## src/rtl/lstm_cell_update_pkg.sv

```systemverilog
// Shared fixed-point constants and FSM encoding for the LSTM cell-state update block.
package lstm_cell_update_pkg;

    localparam int WIDTH    = 32;
    localparam int FRAC     = 24;
    localparam int NUM_LSTM = 8;
    localparam int ADDR_W   = 9;

    localparam logic signed [WIDTH-1:0] ONE = 32'sh0100_0000;
    localparam logic signed [WIDTH-1:0] MAX = 32'sh7FFF_FFFF;
    localparam logic signed [WIDTH-1:0] MIN = 32'sh8000_0000;

    typedef enum logic [2:0] {
        S_IDLE,
        S_FC,
        S_IG,
        S_TH,
        S_OH,
        S_OUT
    } state_e;

endpackage

```

## src/rtl/lstm_cell_update_if.sv

```systemverilog
// Gate-input / result handshake bundle between the gate neurons, the cell update and its consumer.
interface lstm_cell_update_if #(
    parameter int WIDTH  = 32,
    parameter int ADDR_W = 9
);
    logic                     i_clr;
    logic                     i_valid;
    logic                     o_rdy;
    logic [ADDR_W-1:0]        i_addr;
    logic signed [WIDTH-1:0]  i_f;
    logic signed [WIDTH-1:0]  i_i;
    logic signed [WIDTH-1:0]  i_g;
    logic signed [WIDTH-1:0]  i_o;
    logic                     o_valid;
    logic                     i_rdy;
    logic [ADDR_W-1:0]        o_addr;
    logic signed [WIDTH-1:0]  o_c_old;
    logic signed [WIDTH-1:0]  o_c;
    logic signed [WIDTH-1:0]  o_h;

    modport slave (
        input  i_clr, i_valid, i_addr, i_f, i_i, i_g, i_o, i_rdy,
        output o_rdy, o_valid, o_addr, o_c_old, o_c, o_h
    );

    modport master (
        output i_clr, i_valid, i_addr, i_f, i_i, i_g, i_o, i_rdy,
        input  o_rdy, o_valid, o_addr, o_c_old, o_c, o_h
    );
endinterface

```

## src/rtl/lstm_cell_update_mul.sv

```systemverilog
// Signed fixed-point multiply: full-width product, arithmetic shift by FRAC, saturate to WIDTH.
module fxp_mul_sat #(
    parameter int WIDTH = 32,
    parameter int FRAC  = 24
) (
    input  logic signed [WIDTH-1:0] a,
    input  logic signed [WIDTH-1:0] b,
    output logic signed [WIDTH-1:0] y
);
    localparam logic signed [2*WIDTH-1:0] P_MAX = {{(WIDTH+1){1'b0}}, {(WIDTH-1){1'b1}}};
    localparam logic signed [2*WIDTH-1:0] P_MIN = {{(WIDTH+1){1'b1}}, {(WIDTH-1){1'b0}}};

    logic signed [2*WIDTH-1:0] prod;
    logic signed [2*WIDTH-1:0] shifted;

    always_comb begin
        prod    = a * b;
        shifted = prod >>> FRAC;
        if (shifted > P_MAX) begin
            y = P_MAX[WIDTH-1:0];
        end else if (shifted < P_MIN) begin
            y = P_MIN[WIDTH-1:0];
        end else begin
            y = shifted[WIDTH-1:0];
        end
    end
endmodule

```

## src/rtl/lstm_cell_update_tanh.sv

```systemverilog
// Piecewise-linear tanh: |x|<0.5 -> |x|, |x|<1.5 -> 0.25+|x|/2, else 1.0; sign restored.
module tanh_pwl
    import lstm_cell_update_pkg::*;
(
    input  logic signed [WIDTH-1:0] x,
    output logic signed [WIDTH-1:0] y
);
    localparam logic [WIDTH:0] ONE_E     = (WIDTH+1)'(ONE);
    localparam logic [WIDTH:0] HALF_E    = ONE_E >> 1;
    localparam logic [WIDTH:0] KNEE_E    = ONE_E + HALF_E;
    localparam logic [WIDTH-1:0] QUARTER = ONE >>> 2;

    logic signed [WIDTH:0] x_ext;
    logic [WIDTH:0]        mag;
    logic [WIDTH-1:0]      y_mag;

    always_comb begin
        x_ext = {x[WIDTH-1], x};
        mag   = x_ext[WIDTH] ? -x_ext : x_ext;
        if (mag < HALF_E) begin
            y_mag = WIDTH'(mag);
        end else if (mag < KNEE_E) begin
            y_mag = QUARTER + WIDTH'(mag >> 1);
        end else begin
            y_mag = ONE;
        end
        y = x[WIDTH-1] ? -y_mag : y_mag;
    end
endmodule

```

## src/rtl/lstm_cell_update.sv

```systemverilog
// LSTM cell update: c_new = f*c_old + i*g, h = o*tanh(c_new), one shared multiplier sequenced by an FSM.
module lstm_cell_update #(
    parameter int WIDTH    = lstm_cell_update_pkg::WIDTH,
    parameter int FRAC     = lstm_cell_update_pkg::FRAC,
    parameter int NUM_LSTM = lstm_cell_update_pkg::NUM_LSTM
) (
    input logic              clk,
    input logic              rst,
    lstm_cell_update_if.slave bus
);
    import lstm_cell_update_pkg::*;

    localparam int IDX_W = (NUM_LSTM > 1) ? $clog2(NUM_LSTM) : 1;
    localparam logic [ADDR_W-1:0] DEPTH = ADDR_W'(NUM_LSTM);

    state_e                  state_q, state_d;
    logic [ADDR_W-1:0]       addr_q, addr_d, out_addr_q, out_addr_d;
    logic signed [WIDTH-1:0] f_q, f_d, i_q, i_d, g_q, g_d, o_q, o_d;
    logic signed [WIDTH-1:0] c_old_q, c_old_d, acc_q, acc_d, c_new_q, c_new_d, t_q, t_d;
    logic signed [WIDTH-1:0] out_c_old_q, out_c_old_d, out_c_q, out_c_d, out_h_q, out_h_d;
    logic signed [WIDTH-1:0] c_mem_q [NUM_LSTM];
    logic signed [WIDTH-1:0] c_mem_d [NUM_LSTM];
    logic signed [WIDTH-1:0] mul_a, mul_b, mul_y, tanh_y, sum_sat;
    logic signed [WIDTH:0]   sum_ext;
    logic                    accept;

    fxp_mul_sat #(.WIDTH(WIDTH), .FRAC(FRAC)) u_mul (.a(mul_a), .b(mul_b), .y(mul_y));
    tanh_pwl u_tanh (.x(c_new_q), .y(tanh_y));

    assign accept = (state_q == S_IDLE) && !bus.i_clr && bus.i_valid;

    always_comb begin
        state_d = state_q;
        case (state_q)
            S_IDLE:  if (accept) state_d = S_FC;
            S_FC:    state_d = S_IG;
            S_IG:    state_d = S_TH;
            S_TH:    state_d = S_OH;
            S_OH:    state_d = S_OUT;
            S_OUT:   if (bus.i_rdy) state_d = S_IDLE;
            default: state_d = S_IDLE;
        endcase
    end

    always_comb begin
        bus.o_rdy   = (state_q == S_IDLE) && !bus.i_clr;
        bus.o_valid = (state_q == S_OUT);
        bus.o_addr  = out_addr_q;
        bus.o_c_old = out_c_old_q;
        bus.o_c     = out_c_q;
        bus.o_h     = out_h_q;
    end

    // Shared multiplier operands follow the step: f*c_old, then i*g, then o*tanh(c_new).
    always_comb begin
        mul_a = f_q;
        mul_b = c_old_q;
        case (state_q)
            S_IG:    begin mul_a = i_q; mul_b = g_q; end
            S_OH:    begin mul_a = o_q; mul_b = t_q; end
            default: ;
        endcase
        sum_ext = {acc_q[WIDTH-1], acc_q} + {mul_y[WIDTH-1], mul_y};
        if (sum_ext[WIDTH] != sum_ext[WIDTH-1]) begin
            sum_sat = sum_ext[WIDTH] ? MIN : MAX;
        end else begin
            sum_sat = sum_ext[WIDTH-1:0];
        end
    end

    always_comb begin
        // NOTE: every _d starts as its _q so no path through this block can infer a latch.
        addr_d      = addr_q;
        f_d         = f_q;
        i_d         = i_q;
        g_d         = g_q;
        o_d         = o_q;
        c_old_d     = c_old_q;
        acc_d       = acc_q;
        c_new_d     = c_new_q;
        t_d         = t_q;
        c_mem_d     = c_mem_q;
        out_addr_d  = out_addr_q;
        out_c_old_d = out_c_old_q;
        out_c_d     = out_c_q;
        out_h_d     = out_h_q;
        case (state_q)
            S_IDLE: begin
                if (bus.i_clr) begin
                    for (int k = 0; k < NUM_LSTM; k++) c_mem_d[k] = '0;
                end else if (accept) begin
                    addr_d  = bus.i_addr;
                    f_d     = bus.i_f;
                    i_d     = bus.i_i;
                    g_d     = bus.i_g;
                    o_d     = bus.i_o;
                    c_old_d = (bus.i_addr < DEPTH) ? c_mem_q[bus.i_addr[IDX_W-1:0]] : '0;
                end
            end
            S_FC: acc_d = mul_y;
            S_IG: begin
                c_new_d = sum_sat;
                if (addr_q < DEPTH) c_mem_d[addr_q[IDX_W-1:0]] = sum_sat;
            end
            S_TH: t_d = tanh_y;
            S_OH: begin
                out_addr_d  = addr_q;
                out_c_old_d = c_old_q;
                out_c_d     = c_new_q;
                out_h_d     = mul_y;
            end
            default: ;
        endcase
    end

    always_ff @(posedge clk) begin
        if (!rst) state_q <= S_IDLE;
        else      state_q <= state_d;
    end

    always_ff @(posedge clk) begin
        if (!rst) begin
            addr_q      <= '0;
            f_q         <= '0;
            i_q         <= '0;
            g_q         <= '0;
            o_q         <= '0;
            c_old_q     <= '0;
            acc_q       <= '0;
            c_new_q     <= '0;
            t_q         <= '0;
            out_addr_q  <= '0;
            out_c_old_q <= '0;
            out_c_q     <= '0;
            out_h_q     <= '0;
            // NOTE: the cell-state store is a small flop array, so it is cleared by reset like any register.
            for (int k = 0; k < NUM_LSTM; k++) c_mem_q[k] <= '0;
        end else begin
            addr_q      <= addr_d;
            f_q         <= f_d;
            i_q         <= i_d;
            g_q         <= g_d;
            o_q         <= o_d;
            c_old_q     <= c_old_d;
            acc_q       <= acc_d;
            c_new_q     <= c_new_d;
            t_q         <= t_d;
            out_addr_q  <= out_addr_d;
            out_c_old_q <= out_c_old_d;
            out_c_q     <= out_c_d;
            out_h_q     <= out_h_d;
            c_mem_q     <= c_mem_d;
        end
    end
endmodule

```

## src/flat_wrapper.sv

```systemverilog
// flat-port wrapper written by rule: the top's interface ports become plain ports
module lstm_cell_update_flat import lstm_cell_update_pkg::*;
#(
    parameter int WIDTH    = lstm_cell_update_pkg::WIDTH,
    parameter int FRAC     = lstm_cell_update_pkg::FRAC,
    parameter int NUM_LSTM = lstm_cell_update_pkg::NUM_LSTM
)
  (clk, rst, bus_i_clr, bus_i_valid, bus_i_addr, bus_i_f, bus_i_i, bus_i_g, bus_i_o, bus_i_rdy, bus_o_rdy, bus_o_valid, bus_o_addr, bus_o_c_old, bus_o_c, bus_o_h);
  lstm_cell_update_if #(.WIDTH(WIDTH), .ADDR_W(9)) bus_i ();
  input logic clk;
  input logic rst;
  input wire logic [$bits(bus_i.i_clr)-1:0] bus_i_clr;
  input wire logic [$bits(bus_i.i_valid)-1:0] bus_i_valid;
  input wire logic [$bits(bus_i.i_addr)-1:0] bus_i_addr;
  input wire logic [$bits(bus_i.i_f)-1:0] bus_i_f;
  input wire logic [$bits(bus_i.i_i)-1:0] bus_i_i;
  input wire logic [$bits(bus_i.i_g)-1:0] bus_i_g;
  input wire logic [$bits(bus_i.i_o)-1:0] bus_i_o;
  input wire logic [$bits(bus_i.i_rdy)-1:0] bus_i_rdy;
  output wire logic [$bits(bus_i.o_rdy)-1:0] bus_o_rdy;
  output wire logic [$bits(bus_i.o_valid)-1:0] bus_o_valid;
  output wire logic [$bits(bus_i.o_addr)-1:0] bus_o_addr;
  output wire logic [$bits(bus_i.o_c_old)-1:0] bus_o_c_old;
  output wire logic [$bits(bus_i.o_c)-1:0] bus_o_c;
  output wire logic [$bits(bus_i.o_h)-1:0] bus_o_h;
  assign bus_i.i_clr = bus_i_clr;
  assign bus_i.i_valid = bus_i_valid;
  assign bus_i.i_addr = bus_i_addr;
  assign bus_i.i_f = bus_i_f;
  assign bus_i.i_i = bus_i_i;
  assign bus_i.i_g = bus_i_g;
  assign bus_i.i_o = bus_i_o;
  assign bus_i.i_rdy = bus_i_rdy;
  assign bus_o_rdy = bus_i.o_rdy;
  assign bus_o_valid = bus_i.o_valid;
  assign bus_o_addr = bus_i.o_addr;
  assign bus_o_c_old = bus_i.o_c_old;
  assign bus_o_c = bus_i.o_c;
  assign bus_o_h = bus_i.o_h;
  lstm_cell_update #(.WIDTH(WIDTH), .FRAC(FRAC), .NUM_LSTM(NUM_LSTM)) u_core (.clk(clk), .rst(rst), .bus(bus_i));
endmodule
```

## config.mk

```make
export PLATFORM = sky130hd
export DESIGN_NAME = lstm_cell_update_flat
export DESIGN_NICKNAME = d
export VERILOG_FILES = /design/src/rtl/lstm_cell_update_pkg.sv /design/src/rtl/lstm_cell_update_if.sv /design/src/rtl/lstm_cell_update_mul.sv /design/src/rtl/lstm_cell_update_tanh.sv /design/src/rtl/lstm_cell_update.sv /design/src/flat_wrapper.sv
export SDC_FILE = /design/constraint.sdc
export NUM_CORES = 2
export LEC_CHECK = 0
export CORE_MARGIN = 4
export CORE_UTILIZATION = 35
export DETAILED_ROUTE_END_ITERATION = 8
export GPL_TIMING_DRIVEN = 0
export PLACE_DENSITY = 0.65
export SLEW_MARGIN = 20
export SYNTH_ARGS = -nofsm -noshare
export SYNTH_HDL_FRONTEND = slang
export SYNTH_SLANG_ARGS = --single-unit
export TNS_END_PERCENT = 1
```

## constraint.sdc

```tcl
create_clock -name clk -period 13.6 [get_ports clk]
set_input_delay 2.04 -clock clk [delete_from_list [all_inputs] [get_ports clk]]
set_output_delay 2.04 -clock clk [all_outputs]
set_load 0.01 [all_outputs]
```

Yosys cells after proc, flatten, opt, wreduce, memory -nomap -nowiden
Cells that the tools add are included.
Cells by class
  add/sub/neg operators: 4
  multipliers: 1
  order comparisons: 9
  equal/unequal tests: 10
  mux-type cells: 23
  bitwise gates (word level): 3
  reduce and logical (&&, ||, !) cells: 9
Operators by type and width (count)
  $mux W256: 2
  $pmux W256 S2: 1
  $mux W32: 11
  $bwmux W256: 1
  $pmux W32 S2: 2
  $bmux W32 S3: 1
  $demux W32 S3: 1
  $mul A32 B32 Y64: 1
  $gt A40 B32 Y1 const B: 1
  $lt A40 B32 Y1 const B: 1
  $add A32 B32 Y33: 1
  $lt A33 B24 Y1 const B: 1
  $lt A33 B25 Y1 const B: 1
  $mux W33: 1
  $neg A32 Y33: 1
  $add A23 B32 Y32 const A: 1
  $neg A32 Y32: 1
  $lt A9 B4 Y1 const B: 2
  $pmux W3 S6: 1
  $ge A4 B4 Y1 const B: 2
  $not A3 Y4: 2
  $eq A3 B2 Y1 const B: 2
  $eq A3 B3 Y1 const B: 2
  $mux W3: 2
  other kinds (12): 17
Word-level totals
  flip-flop bits (word level): 629
  input bits: 142

Depth between registers and ports, before layout
  depth in word-level cells: 12
  gate-level depth with buffers: 56
  mapped depth without buffers: 48

Cells and area by module
From an unflattened synthesis, not the netlist that was laid out.
Unflattened totals
  cells, all modules: 7570
  area, all modules: 66212.3 µm²
Modules (own cells, without submodules)
  fxp_mul_sat: instances 1, cells each 4006, area an instance 36606.4 µm²
  lstm_cell_update: instances 1, cells each 3155, area an instance 26979.6 µm²
  tanh_pwl: instances 1, cells each 409, area an instance 2626.3 µm²

Worst setup path after synthesis
No wires, ideal clock.
  kind: reg-to-reg
  start point: reg u_core.state_q[1]
  end point: reg u_core.c_new_q[23]
  library setup time: 70 ps
  arrival: 12930 ps
  setup slack: 599 ps
  cell stages (with the launch flop): 54
  buffers on the path: 8
  clock period less this slack: 13001 ps
  path through: dfxtp_1 > buf_2 > clkbuf_1 > or3_1 > clkbuf_1 > clkbuf_1 > and3_1 > a221oi_1 > clkbuf_1 > nor2_1 > fa_1 > inv_1 > fa_1 > inv_1 > fa_1 > fa_1 > inv_1 > fa_1 > [18 not listed] > o21ai_0 > nand2_1 > ha_1 > inv_1 > fa_1 > nor2b_1 > o21ai_0 > a21boi_0 > o41ai_1 > a211oi_1 > o31ai_1 > nand4_1 > and2_1 > nand2_1 > clkbuf_1 > a21oi_1 > nand2_1 > a21oi_1
Between the ends
  word-level cells in the longest chain between the ends: 9
  elaborated cells on any way between the ends: 13
  those cells by class: 1 x add/sub; 1 x mul; 2 x order compare; 3 x eq/ne; 6 x mux
RTL lines
  start, declared: RTL line lstm_cell_update.sv:16  | state_e state_q, state_d;
  start signal, assigned: RTL line lstm_cell_update.sv:118  | else state_q <= state_d;
  $eq A3 B3 Y1 / $eq A3 B2 Y1 (equally long branches): RTL line lstm_cell_update.sv:58  | case (state_q)
  $pmux W32 S2: RTL line lstm_cell_update.sv:58
  $mul A32 B32 Y64 *: RTL line lstm_cell_update_mul.sv:17  | prod = a * b;
  $lt A40 B32 Y1: RTL line lstm_cell_update_mul.sv:21  | end else if (shifted < P_MIN) begin
  $mux W32: RTL line lstm_cell_update_mul.sv:21
  $mux W32 *: RTL line lstm_cell_update_mul.sv:19  | if (shifted > P_MAX) begin
  named net u_core.mul_y[0]: RTL line lstm_cell_update.sv:23  | logic signed [WIDTH-1:0] mul_a, mul_b, mul_y, tanh_y, sum_sat;
  $add A32 B32 Y33 *: RTL line lstm_cell_update.sv:63  | sum_ext = {acc_q[WIDTH-1], acc_q} + {mul_y[WIDTH-1], mul_y};
  $mux W32 / $ne A1 B1 Y1 (equally long branches): RTL line lstm_cell_update.sv:65, lstm_cell_update.sv:64
  $mux W32 *: RTL line lstm_cell_update.sv:64  | if (sum_ext[WIDTH] != sum_ext[WIDTH-1]) begin
  end signal, assigned: RTL line lstm_cell_update.sv:146  | c_new_q <= c_new_d;
  end, declared: RTL line lstm_cell_update.sv:19  | logic signed [WIDTH-1:0] c_old_q, c_old_d, acc_q, acc_d, c_new_q, c_new_d, t_q, t_d;
The timed path passes the listed nets; every way through them passes the cells marked *.
A chain may end at the register's enable or synchronous reset.

Final worst setup path
  start point: reg u_core.state_q[2]
  end point: reg u_core.c_new_q[8]
Same word-level chain as after synthesis.

==> results.tsv <==
stage	metric	value	unit
outcome	status	complete, no violations	
die	Die H	433	um
grt	GRT overflow	0	
critical_path	CP arrival	14070	ps
pwr	sw power	2.60	mW
placed_design	placed insts	9815	
die	die width	433	um
cells_and_area	Nets	9042	
logic_synthesis	syn nets	8609	
critical_path	critical path launch point type	flip-flop	
timing	Worst slew margin	20.5	%
grt	first-pass GRT wire length	403000	um
logic_synthesis	syn_area_per_cell	8.80	um^2
pwr	worst vdd ir	0.000118	V
timing	Max Clk Rate	0.0742	GHz
timing	Setup Skew	43.8	ps
critical_path	CP endpoint kind	flip-flop	
cells_and_area	area grow syn2layout	19.1	%
cells_and_area	proportion of layout cells with a drive suffix above 1	11.4	%
cells_and_area	commonest cells after routing, fill and taps aside	1187 x nand2_1, 1065 x fa_1, 961 x inv_1	
pwr	clock network power share	30.5	%
routing	vias per cell	5.74	
critical_path	WP data required	14200	ps
grt	largest net degree at the start of global routing	22	
pwr	P_int	3.80	mW
cts	root buf cell	clkbuf_16	
placed_design	DP Wirelength	229000	um
logic_synthesis	ys flop type	dfxtp_1	
cells_and_area	Finished Layout Cells	10000	
critical_path	CP startpoint	u_core.state_q[2]$_SDFFE_PN0P_	
routing	routed len/inst	28.3	um
placed_design	DP Area	69500	um^2
placed_design	routability cong.	1.05	
cells_and_area	commonest non-fill, non-tap cell in the layout	nand2_1	
logic_synthesis	Mapped Area	63100	um^2
routing	Post-route DRC	0	
timing	Max Slew Vio Count	0	
timing	final count of hold timing violations	0	
pwr	Switching Share	40.6	%
critical_path	kind of critical path	flip-flop to flip-flop	
logic_synthesis	Post-Syn Instances	7169	
cells_and_area	design area	75200	um^2
critical_path	R2R Path End	u_core.c_new_q[8]$_SDFFE_PN0P_	
critical_path	worst reg2reg path depth	52	
cts	cts bufs inserted	70	
timing	Total Neg Setup Slack	0	ps
timing	Tcrit/Tclk final	99.1	%
pwr	Seq pwr share	30.7	%
die	Core Area	179000	um^2
pwr	PwrDens	85.1	nW/um^2
routing	drt total wl	283000	um
cts	H-tree depth	3	
logic_synthesis	Yosys cell types	95	
cts	clk sinks	629	
grt	vias in the first global route	57600	
pwr	Lkg Pwr	32.4	nW
routing	Pre-antenna DRT Iters	8	
hold_path	Hold Crit Class	flip-flop to flip-flop	
grt	initial antenna violation count	11	
critical_path	Setup crit end	u_core.c_new_q[8]$_SDFFE_PN0P_	
critical_path	crit-path max cell delay	700	ps
routing	vias	57400	
placed_design	pre-CTS setup slack	-5040	ps
timing	final worst path period need	13470	ps
die	row cnt	155	
run	max_cap viols	0	
cts	worst skew pair latency	670	ps
logic_synthesis	number of flops mapped to enable cells by yosys	0	
timing	Final setup viols	0	
critical_path	flop-to-flop setup slack	130	ps
pwr	Comb pwr share	38.8	%
logic_synthesis	#FFs+latches synth	629	
critical_path	most used cell, CP	fa_1	
cts	Clock Pin Slew Worst Setup and Hold Paths	60	ps
placed_design	IO Port Bufs	245	
timing	post-route setup slack	128	ps
critical_path	worst flop-to-flop path startpoint	u_core.state_q[2]$_SDFFE_PN0P_	
logic_synthesis	ys async rst share	0	%
cts	CTS tree	yes	
die	Initial Utilization	35.3	%
routing	initial drt markers	6910	
die	# IOs	249	
cts	CTS Buffer Depth	3	
die	Die ar.	187000	um^2
logic_synthesis	synth warn	0	
critical_path	Worst Path Max Fanout	10	
routing	remaining antenna violation count	0	
critical_path	CP max stage cell	fa_2	
logic_synthesis	Seq/Total Area, Yosys	20.0	%
timing	measured slew at the worst slew-check pin	1180	ps
grt	GRT Resource Usage Total	29.7	%
==> area by class of cell <==
class,count,area (um^2)
clock buffer,98,1980
sequential,629,12600
antenna,4,10.0
multi-input combinational,5112,47400
buffer,423,2300
fill,17600,104000
timing repair buffer,393,3920
clock inverter,21,372
tap,2355,2950
inverter,973,3680
==> through the flow <==
| stage | utilization [%] | total power, mW | hold slack [ps] |
|---|---|---|---|
| floorplan | - | 3.11 | 420 |
| global placement | 38.3 | 3.93 | 428 |
| detailed placement | 38.9 | 3.97 | 439 |
| CTS | 41.3 | 6.21 | 454 |
| global route | 42.0 | 6.58 | 464 |
| finish | 42.0 | 6.40 | 454 |
==> synthesized netlist by cell type, types with 9 or more instances <==
cell type  count  area, um^2
nor4_1        13        81.3
o21a_1        29         218
o21ai_0      246        1230
o21ai_1       28         140
nand2_1     1202        4510
buf_2         15        75.1
a22oi_1        9        67.6
a211oi_1      13        97.6
clkbuf_1     405        1520
nor2_1       764        2870
dfxtp_1      629       12600
nand2b_1      30         188
a221oi_1      57         499
o21bai_1      10        75.1
inv_1        971        3640
or2_2         14        87.6
a21oi_1      474        2370
ha_1         216        2700
nand3_1       52         260
mux4_2        64        1440
nor2b_1       16         100
nor3_1        29         145
and2_1        18         113
or3_1         19         119
o31ai_1       12        90.1
xnor2_1       80         701
a22o_1       155        1360
and3_1        79         494
buf_1         27         101
a21o_1        47         353
nand4_1       32         200
a31oi_1       38         238
o22ai_1       16         100
xor2_1        47         412
mux2i_1       37         370
a221o_1       60         601
o211ai_1      11        82.6
fa_1        1082       21700
==> kinds of logic after synthesis <==
family                     after synthesis  synth area share (%)
adders and majority gates             1300                  38.6
xor gates and xnor gates               127                  1.76
buffers and inverters                 1429                  8.62
DFF                                    629                  20.0
and+or+nand+nor                       2305                  15.1
AOI/OAI and AO/OA                     1277                  13.0
muxes                                  102                  2.89
==> worst max-delay path, delay by kind of cell, from the launching register on <==
| kind | cells | cell delay [ps] |
|---|---|---|
| xor gates and xnor gates | 1 | 240 |
| DFF | 1 | 320 |
| buffers and inverters | 16 | 2520 |
| adders and majority gates | 10 | 4840 |
| and+or+nand+nor | 10 | 2070 |
| muxes | 1 | 210 |
| AOI/OAI and AO/OA | 14 | 3200 |
==> power by group through the flow <==
stage | Sequential [mW] | Clock (mW) | Combinational, mW
2_1_floorplan | 1.97 | 0 | 1.14
3_3_place_gp | 1.99 | 0 | 1.94
3_5_place_dp | 2.00 | 0 | 1.97
4_1_cts | 1.96 | 1.95 | 2.30
5_1_grt | 1.97 | 2.03 | 2.58
6_report | 1.97 | 1.95 | 2.48
==> worst min-delay path by stage <==
stage | cells after the start | to | slack, ps | startpoint
final | 2 | u_core.c_mem_q[42]$_SDFFE_PN0P_ | 450 | u_core.c_mem_q[42]$_SDFFE_PN0P_
after global routing | 2 | u_core.f_q[6]$_SDFFE_PN0P_ | 460 | u_core.f_q[6]$_SDFFE_PN0P_
after CTS | 2 | u_core.c_mem_q[135]$_SDFFE_PN0P_ | 450 | u_core.c_mem_q[135]$_SDFFE_PN0P_
after detailed placement | 2 | u_core.c_mem_q[22]$_SDFFE_PN0P_ | 440 | u_core.c_mem_q[22]$_SDFFE_PN0P_
after global placement | 2 | u_core.c_mem_q[192]$_SDFFE_PN0P_ | 430 | u_core.c_mem_q[192]$_SDFFE_PN0P_
after floorplan | 2 | u_core.c_mem_q[160]$_SDFFE_PN0P_ | 420 | u_core.c_mem_q[160]$_SDFFE_PN0P_
==> routing by layer <==
| metal | vias to the layer above | GRT usage (%) | routed length (um) |
|---|---|---|---|
| met1 | 28900 | 35.9 | 102000 |
| met5 | - | 0 | 192 |
| met4 | 10 | 22.2 | 27100 |
| li1 | 23900 | - | - |
| met3 | 995 | 8.35 | 31400 |
| met2 | 3650 | 45.3 | 123000 |
==> registers in the layout, summed over array words and instances (netlist names) <==
| register | flops |
|---|---|
| u_core.addr_q | 9 |
| u_core.o_q | 32 |
| u_core.bus.o_c | 32 |
| u_core.f_q | 32 |
| u_core.state_q | 3 |
| u_core.bus.o_addr | 9 |
| u_core.i_q | 32 |
| u_core.bus.o_h | 32 |
| u_core.bus.o_c_old | 32 |
| u_core.c_mem_q | 256 |
| u_core.g_q | 32 |
| u_core.t_q | 32 |
| u_core.c_old_q | 32 |
| u_core.c_new_q | 32 |
| u_core.acc_q | 32 |
==> repair_timing <==
item,4_1_cts,5_1_grt
setup buffers,49,51
resized for setup,492,310
endpoints found under the setup margin,352,288
cloned,1,2
hold buffers,0,0
pin swaps,30,53
Note: power is estimated with default switching activity, not from simulation.
